==> src/rtl/vga_timing_pkg.sv <==
// Default 640x480@60 display timing constants shared by the VGA sync generator.
package vga_timing_pkg;

    localparam int unsigned CNT_W_DEF    = 10;

    localparam int unsigned H_ACTIVE_DEF = 640;
    localparam int unsigned H_FP_DEF     = 16;
    localparam int unsigned H_SYNC_DEF   = 96;
    localparam int unsigned H_BP_DEF     = 48;

    localparam int unsigned V_ACTIVE_DEF = 480;
    localparam int unsigned V_FP_DEF     = 10;
    localparam int unsigned V_SYNC_DEF   = 2;
    localparam int unsigned V_BP_DEF     = 33;

    localparam int unsigned H_TOTAL_DEF      = H_ACTIVE_DEF + H_FP_DEF + H_SYNC_DEF + H_BP_DEF;
    localparam int unsigned V_TOTAL_DEF      = V_ACTIVE_DEF + V_FP_DEF + V_SYNC_DEF + V_BP_DEF;
    localparam int unsigned H_SYNC_START_DEF = H_ACTIVE_DEF + H_FP_DEF;
    localparam int unsigned H_SYNC_END_DEF   = H_ACTIVE_DEF + H_FP_DEF + H_SYNC_DEF - 1;
    localparam int unsigned V_SYNC_START_DEF = V_ACTIVE_DEF + V_FP_DEF;
    localparam int unsigned V_SYNC_END_DEF   = V_ACTIVE_DEF + V_FP_DEF + V_SYNC_DEF - 1;

endpackage

==> src/rtl/vga_axis_counter.sv <==
// One display axis: wrapping position counter with enable, wrap pulse and
// registered sync/active decode of the position being entered.
module vga_axis_counter
    import vga_timing_pkg::*;
#(
    parameter int unsigned CNT_W      = CNT_W_DEF,
    parameter int unsigned TOTAL      = H_TOTAL_DEF,
    parameter int unsigned ACTIVE     = H_ACTIVE_DEF,
    parameter int unsigned SYNC_START = H_SYNC_START_DEF,
    parameter int unsigned SYNC_END   = H_SYNC_END_DEF,
    parameter logic        SYNC_POL   = 1'b0
) (
    input  logic             clk_i,
    input  logic             reset_i,
    input  logic             en_i,
    output logic             wrap_o,
    output logic [CNT_W-1:0] pos_o,
    output logic             sync_o,
    output logic             active_o
);

    localparam logic [CNT_W-1:0] LAST    = CNT_W'(TOTAL - 1);
    localparam logic [CNT_W-1:0] SYNC_LO = CNT_W'(SYNC_START);
    localparam logic [CNT_W-1:0] SYNC_HI = CNT_W'(SYNC_END);
    localparam logic [CNT_W:0]   ACT     = (CNT_W+1)'(ACTIVE);

    logic [CNT_W-1:0] cnt_q, cnt_d;
    logic [CNT_W-1:0] pos_q;
    logic             sync_q, active_q;
    logic             in_sync;

    always_comb begin
        cnt_d   = (cnt_q == LAST) ? '0 : cnt_q + 1'b1;
        in_sync = (cnt_d >= SYNC_LO) && (cnt_d <= SYNC_HI);
    end

    assign wrap_o = en_i && (cnt_q == LAST);

    // cnt_q parks on the last position in reset so the first enable lands on 0,
    // while the visible position register reports 0 from reset onward.
    always_ff @(posedge clk_i) begin
        if (reset_i) begin
            cnt_q    <= LAST;
            pos_q    <= '0;
            sync_q   <= ~SYNC_POL;
            active_q <= 1'b0;
        end else if (en_i) begin
            cnt_q    <= cnt_d;
            pos_q    <= cnt_d;
            sync_q   <= in_sync ? SYNC_POL : ~SYNC_POL;
            active_q <= ({1'b0, cnt_d} < ACT);
        end
    end

    assign pos_o    = pos_q;
    assign sync_o   = sync_q;
    assign active_o = active_q;

endmodule

==> src/rtl/vga_sync_gen.sv <==
// VGA timing generator on a pixel clock enable; frame counter output is built
// only when VGA_FRAME_CNT_EN is defined.
module vga_sync_gen
    import vga_timing_pkg::*;
#(
    parameter int unsigned H_ACTIVE = H_ACTIVE_DEF,
    parameter int unsigned H_FP     = H_FP_DEF,
    parameter int unsigned H_SYNC   = H_SYNC_DEF,
    parameter int unsigned H_BP     = H_BP_DEF,
    parameter int unsigned V_ACTIVE = V_ACTIVE_DEF,
    parameter int unsigned V_FP     = V_FP_DEF,
    parameter int unsigned V_SYNC   = V_SYNC_DEF,
    parameter int unsigned V_BP     = V_BP_DEF,
    parameter logic        SYNC_POL = 1'b0,
    parameter int unsigned CNT_W    = CNT_W_DEF
) (
    input  logic             clk,
    input  logic             reset,
    input  logic             pix_en,
    output logic             hsync,
    output logic             vsync,
    output logic             video_on,
    output logic [CNT_W-1:0] x,
    output logic [CNT_W-1:0] y,
    output logic             line_start,
    output logic             frame_start
`ifdef VGA_FRAME_CNT_EN
    ,
    output logic [15:0]      frame_cnt
`endif
);

    localparam logic [CNT_W:0] H_TOTAL_W = (CNT_W+1)'(H_ACTIVE) + (CNT_W+1)'(H_FP)
                                         + (CNT_W+1)'(H_SYNC) + (CNT_W+1)'(H_BP);
    localparam logic [CNT_W:0] V_TOTAL_W = (CNT_W+1)'(V_ACTIVE) + (CNT_W+1)'(V_FP)
                                         + (CNT_W+1)'(V_SYNC) + (CNT_W+1)'(V_BP);
    localparam logic [CNT_W:0] H_SS_W    = (CNT_W+1)'(H_ACTIVE) + (CNT_W+1)'(H_FP);
    localparam logic [CNT_W:0] H_SE_W    = H_SS_W + (CNT_W+1)'(H_SYNC) - 1'b1;
    localparam logic [CNT_W:0] V_SS_W    = (CNT_W+1)'(V_ACTIVE) + (CNT_W+1)'(V_FP);
    localparam logic [CNT_W:0] V_SE_W    = V_SS_W + (CNT_W+1)'(V_SYNC) - 1'b1;
    localparam logic [CNT_W:0] CNT_SPAN  = (CNT_W+1)'(1) << CNT_W;

    if (H_TOTAL_W > CNT_SPAN) begin : g_h_total_chk
        $error("vga_sync_gen: H_TOTAL exceeds 2**CNT_W");
    end
    if (V_TOTAL_W > CNT_SPAN) begin : g_v_total_chk
        $error("vga_sync_gen: V_TOTAL exceeds 2**CNT_W");
    end

    logic h_wrap, v_wrap, v_en;
    logic h_active, v_active;
    logic line_start_q, frame_start_q;

    assign v_en = pix_en && h_wrap;

    vga_axis_counter #(
        .CNT_W      (CNT_W),
        .TOTAL      (32'(H_TOTAL_W)),
        .ACTIVE     (H_ACTIVE),
        .SYNC_START (32'(H_SS_W)),
        .SYNC_END   (32'(H_SE_W)),
        .SYNC_POL   (SYNC_POL)
    ) u_h (
        .clk_i    (clk),
        .reset_i  (reset),
        .en_i     (pix_en),
        .wrap_o   (h_wrap),
        .pos_o    (x),
        .sync_o   (hsync),
        .active_o (h_active)
    );

    vga_axis_counter #(
        .CNT_W      (CNT_W),
        .TOTAL      (32'(V_TOTAL_W)),
        .ACTIVE     (V_ACTIVE),
        .SYNC_START (32'(V_SS_W)),
        .SYNC_END   (32'(V_SE_W)),
        .SYNC_POL   (SYNC_POL)
    ) u_v (
        .clk_i    (clk),
        .reset_i  (reset),
        .en_i     (v_en),
        .wrap_o   (v_wrap),
        .pos_o    (y),
        .sync_o   (vsync),
        .active_o (v_active)
    );

    assign video_on = h_active && v_active;

    // v_wrap already requires the horizontal wrap, so frame_start implies line_start.
    always_ff @(posedge clk) begin
        if (reset) begin
            line_start_q  <= 1'b0;
            frame_start_q <= 1'b0;
        end else begin
            line_start_q  <= h_wrap;
            frame_start_q <= v_wrap;
        end
    end

    assign line_start  = line_start_q;
    assign frame_start = frame_start_q;

`ifdef VGA_FRAME_CNT_EN
    logic [15:0] frame_cnt_q;

    always_ff @(posedge clk) begin
        if (reset) begin
            frame_cnt_q <= '0;
        end else if (v_wrap) begin
            frame_cnt_q <= frame_cnt_q + 16'd1;
        end
    end

    assign frame_cnt = frame_cnt_q;
`endif

endmodule

==> config.mk <==
export PLATFORM = sky130hd
export DESIGN_NAME = vga_sync_gen
export DESIGN_NICKNAME = d
export VERILOG_FILES = /design/src/rtl/vga_timing_pkg.sv /design/src/rtl/vga_axis_counter.sv /design/src/rtl/vga_sync_gen.sv
export SDC_FILE = /design/constraint.sdc
export NUM_CORES = 1
export LEC_CHECK = 0
export BUFFER_PORTS_ARGS = -buffer_cell sky130_fd_sc_hd__clkbuf_2
export CORE_MARGIN = 4
export CORE_UTILIZATION = 45
export DETAILED_ROUTE_END_ITERATION = 7
export PLACE_DENSITY = 0.65
export SLEW_MARGIN = 20
export SYNTH_ARGS = -nofsm -noshare
export SYNTH_HDL_FRONTEND = slang
export SYNTH_SLANG_ARGS = --single-unit
==> constraint.sdc <==
create_clock -name clk -period 2.3 [get_ports clk]
set_clock_uncertainty 0.05 [all_clocks]
set_input_delay 0.46 -clock clk [delete_from_list [all_inputs] [get_ports clk]]
set_output_delay 0.46 -clock clk [all_outputs]
set_load 0.05 [all_outputs]
== Word level (Yosys, flattened, before mapping) ==
Index checks and enable logic that the tools add are counted.

* Input bits: 3
* ROM bits: 0
* Bits in latches: 0
* Output and inout bits: 25
* Bits in writable memories: 0
* Memories kept: 0
* Flip-flop bits (word level): 46
* Logic and storage cells: 30

* Shifts and indexed selects: 0
* Div/mod/pow operators: 0
* Reductions and logical operators: 6
* Equality and inequality tests: 2
* Multipliers: 0
* Mux-type cells: 4
* Bitwise gates (word level): 0
* $add $sub $neg: 2
* Order comparisons: 6

{| class="wikitable"
|+ Operators by type and width
! operator !! count
|-
| adder 10 x 1 -> 10 bit, second input constant || 2
|-
| equality test 10 bit, second input constant || 2
|-
| two-way mux 10 bit || 2
|-
| greater-or-equal comparator 10 bit, second input constant || 1
|-
| greater-or-equal comparator 10 x 9 -> 1 bit, second input constant || 1
|-
| <= comparator 10 bit, second input constant || 1
|-
| <= comparator 10 x 9 -> 1 bit, second input constant || 1
|-
| less-than comparator 10 bit, second input constant || 1
|-
| less-than comparator 10 x 9 -> 1 bit, second input constant || 1
|-
| logical AND 1 bit || 6
|-
| two-way mux 1 bit || 2
|}

== Depth between registers and ports, before layout ==
* Depth in word-level cells: 5
* Depth in mapped cells: 8
* Depth with buffers taken out: 7

== Hierarchy ==
Synthesis repeated with hierarchy kept, for this count alone.

* Cells, all modules: 241
* Area, all modules: 1,991.9 um^2

{| class="wikitable"
|+ By module, submodules not included
! module !! cells an instance !! area each (um^2) !! times used !! sequential area each (um^2)
|-
| vga_axis_counter at u_h || 132 || 1,056.0 || 1 || 380.4
|-
| vga_axis_counter at u_v || 103 || 870.8 || 1 || 300.3
|-
| vga_sync_gen || 6 || 65.1 || 1 || 40.0
|}

== Worst setup path before layout ==
Ideal clock, no wire load.

* Path type: register to register
* Start: reg u_h.cnt_q[0]
* End: reg u_v.pos_q[8], in the netlist u_v.pos_o[8]
* Clock period less this slack: 1.763 ns
* Cell stages (with the launch flop): 9
* Data arrival time: 1.586 ns
* Data required time: 2.122 ns
* Buffers on the path: 2
* Library setup time: 0.128 ns
* Slack: 0.537 ns
* Cells stage by stage: dfxtp_1 > ha_1 > and4_1 > buf_4 > nand4_4 > buf_6 > nor3_2 > xnor2_1 > nor2_1

* Cells in the longest elaborated chain, start to end: 3

{| class="wikitable"
|+ RTL lines
! what !! line !! RTL
|-
| from (decl) || vga_axis_counter.sv:27 || <nowiki>logic [CNT_W-1:0] cnt_q, cnt_d;</nowiki>
|-
| from (signal assigned) || vga_axis_counter.sv:48 || <nowiki>cnt_q <= cnt_d;</nowiki>
|-
| equality test 10 bit || vga_axis_counter.sv:37 || <nowiki>assign wrap_o = en_i && (cnt_q == LAST);</nowiki>
|-
| logical AND 1 bit || vga_axis_counter.sv:37 ||
|-
| logical AND 1 bit || vga_sync_gen.sv:54 || <nowiki>assign v_en = pix_en && h_wrap;</nowiki>
|-
| to (signal assigned) || vga_axis_counter.sv:49 || <nowiki>pos_q <= cnt_d;</nowiki>
|-
| to (decl) || vga_axis_counter.sv:28 || <nowiki>logic [CNT_W-1:0] pos_q;</nowiki>
|}

No other way between the ends.
A chain may end at the register's enable or synchronous reset.

== Final worst setup path ==
* Start: reg u_h.cnt_q[0]
* End: reg u_v.pos_q[5], in the netlist u_v.pos_o[5]

The elaborated chain is that of the path after synthesis.

==> flow_summary.json <==
{
  "tns_ps": 0,
  "clk_pin_slew_ps": 70,
  "grt_max_degree": 27,
  "syn_area_um2": 1870,
  "worstSetupEndpointType": "register",
  "crit_path_max_fanout": 22,
  "fin_cells": 281,
  "period_needed_ps": 2140,
  "period_share_pct": 93.1,
  "synth_compound_area_share_pct": 13.6,
  "place.detailed.hpwl_um": 2520,
  "die-height_um": 72.5,
  "holdCritStartpoint": "u_h.pos_o[3]",
  "synthArstFlopShare_pct": 0,
  "routed_wl_um": 3540,
  "synth_mux_area_share_pct": 0.534,
  "power_density_nw_per_um2": 741,
  "arrival_ps": 2300,
  "synthDistinctLibCells": 47,
  "dieArea_um2": 5260,
  "worst_slew_pin_slew_ps": 515,
  "synthAdderAreaFrac_pct": 2.67,
  "avgSynthCellArea_um2": 8.44,
  "ys_ff_latch": 36,
  "r2r-start": "u_h.cnt_q[0]",
  "clkLatencyLatePin_ps": 280,
  "status": "completed",
  "layout_common_cells": "dfxtp_1, clkbuf_2, nor2_1",
  "holdBufCountCts": 0,
  "std_cell_rows": 23,
  "yosys.area.top_type_share_pct": 38.5,
  "min_path_cells": 2,
  "r2r-end": "u_v.pos_o[5]",
  "synthSimpleGateAreaFrac_pct": 26.1,
  "yosys-top-cells-area": "dfxtp_1, xnor2_1, buf_4",
  "grt_setup_unrepaired": "false",
  "reg2reg_slack_ps": 160,
  "grt_overflow": 0,
  "htreeDepth": 2,
  "hold_class": "reg -> reg",
  "ir_worst_vdd_v": 0.000358,
  "p_leak_nw": 0.790,
  "ys_warn_count": 0,
  "area_delta_synth_final_pct": 7.34,
  "setup_viol": 0,
  "cpPeakStageDelay_ps": 450,
  "grtUsageTotal_pct": 14.2,
  "clock-root-buffer": "clkbuf_8",
  "crit_path_cell_trace": "ha_1 -> and4_1 -> nand4_4 -> or3_1 -> a21oi_1",
  "core_um2": 4000,
  "synth_xor_area_share_pct": 8.88,
  "cts_buffers": 5,
  "postRouteAntennaNets": 0,
  "slew_viol_final": 0,
  "min_to": "u_h.pos_o[3]",
  "r2r.worst_path.cells": 5,
  "drt_first_pass_iters": 4,
  "synth_fp_nets": 229,
  "clk_path_buf_depth": 2,
  "hold_viol": 0,
  "numPlacedInstances": 274,
  "num_io_pins": 28,
  "layout_commonest_cell": "dfxtp_1",
  "cp.required_ps": 2460,
  "vias": 1482,
  "clock.fmax_ghz": 0.467,
  "drt_iter0_markers": 68,
  "clock_sinks": 36,
  "yosys.area.top_type": "dfxtp_1",
  "drt-vias-per-instance": 5.27,
  "cts_tree": "built",
  "gp_congestion": 0.754,
  "synth-edff-count": 0,
  "diodes": 0,
  "start_util_pct": 46.9,
  "timing.slew.headroom_pct": 65.7,
  "grt_pass1_wl_um": 5920,
  "critPathKind": "reg -> reg",
  "drc": 0,
  "wire_per_inst_um": 12.6,
  "netlist_instances": 222,
  "cp-start-kind": "register",
  "synth_top_family_by_area": "simple AND/OR/NAND/NOR gates",
  "ys.flop_type": "dfxtp_1",
  "antenna_found_initial": 0,
  "port_buffers": 27,
  "fp.dieW_um": 72.5,
  "cap_violations": 0,
  "drive_above_1_share_pct": 19.9,
  "num-nets-final": 238,
  "yosysSeqAreaShare_pct": 38.5,
  "slowest_stage": "dfxtp_1",
  "grt_pass1_vias": 1296
}
==> metal layers <==
| layer | track usage (%) | vias up | wire [um] |
|---|---|---|---|
| li1 | - | 770 | - |
| met1 | 20.0 | 676 | 1830 |
| met2 | 20.1 | 31 | 1420 |
| met4 | 6.76 | 0 | 59 |
| met3 | 3.74 | 5 | 220 |
| met5 | 0 | - | 0 |
==> worst max-delay path: cells and delay by family, from the launching register on <==
kind | cells | cell delay (ps)
simple gates | 3 | 1150
flops | 1 | 450
fa+ha+maj | 1 | 280
compound gates | 1 | 130
==> Yosys cell counts (2+ instances only) <==
cell type,instances
dfxtp_1,36
nor2_1,19
nand2_1,17
a21oi_1,16
xnor2_1,13
buf_4,11
clkbuf_1,9
nand3_1,8
nor3_1,8
inv_1,7
nand4_1,7
o21ai_0,7
xor2_1,6
buf_2,5
ha_1,4
nor2b_1,4
a211o_1,3
a31oi_1,3
and2_1,3
nor3_2,3
a211oi_1,2
and3_1,2
nand2b_1,2
nand3b_1,2
o21bai_1,2
or3_1,2
==> final cells by class <==
cell class	instances	area, um^2
Clock buffer	6	72.6
Clock inverter	1	5.00
Fill cell	414	1990
Inverter	7	26.3
Multi-Input combinational cell	152	975
Sequential cell	36	721
Tap cell	50	62.6
Timing Repair Buffer	29	150
==> per-stage QoR <==
stage	cell area [um^2]	power [mW]	setup WS, ps	hold WS [ps]	utilization, %
global placement	1930	1.09	214	403	48.2
global route	2010	1.57	10.7	430	50.3
detailed placement	1930	1.09	147	404	48.2
CTS	2010	1.51	135	415	50.2
finish	2010	1.49	158	415	50.3
floorplan	1870	1.03	537	396	-
==> flip-flops by register name (all words and copies together) (netlist names), 3 cells and up <==
| register | cells |
|---|---|
| u_h.pos_o | 10 |
| u_v.pos_o | 10 |
| u_v.cnt_q | 3 |
| u_h.cnt_q | 7 |
==> kinds of logic (layout without fill, tap and decap cells) <==
group,count (synthesis),count (layout)
multiplexers,1,1
AND/OR/NAND/NOR,88,88
adder cells (fa/ha/maj),4,4
AO/OA/AOI/OAI,40,40
buffers and inverters,34,43
flip-flops,36,36
XOR/XNOR,19,19
==> report_power, final <==
group          internal [mW]  switching, mW
Combinational          0.118          0.236
Sequential             0.670         0.0485
Clock                  0.206          0.213
==> worst max path at each step <==
stage | startpoint | endpoint | slack, ps | cells past startpoint
final | u_h.cnt_q[0] | u_v.pos_o[5] | 160 | 5
after global routing | u_h.cnt_q[0] | u_v.pos_o[5] | 10 | 5
after CTS | u_h.cnt_q[0] | u_v.sync_o | 130 | 5
after detailed placement | u_h.cnt_q[0] | u_v.sync_o | 150 | 5
after global placement | u_h.cnt_q[0] | u_v.pos_o[5] | 210 | 5
after floorplan | u_h.cnt_q[0] | u_v.pos_o[8] | 540 | 8
==> timing repair <==
action,CTS,global route
endpoints found under the setup margin,0,2
resized for setup,0,1
buffers inserted,0,0
Note: power is estimated with default switching activity, not from simulation.
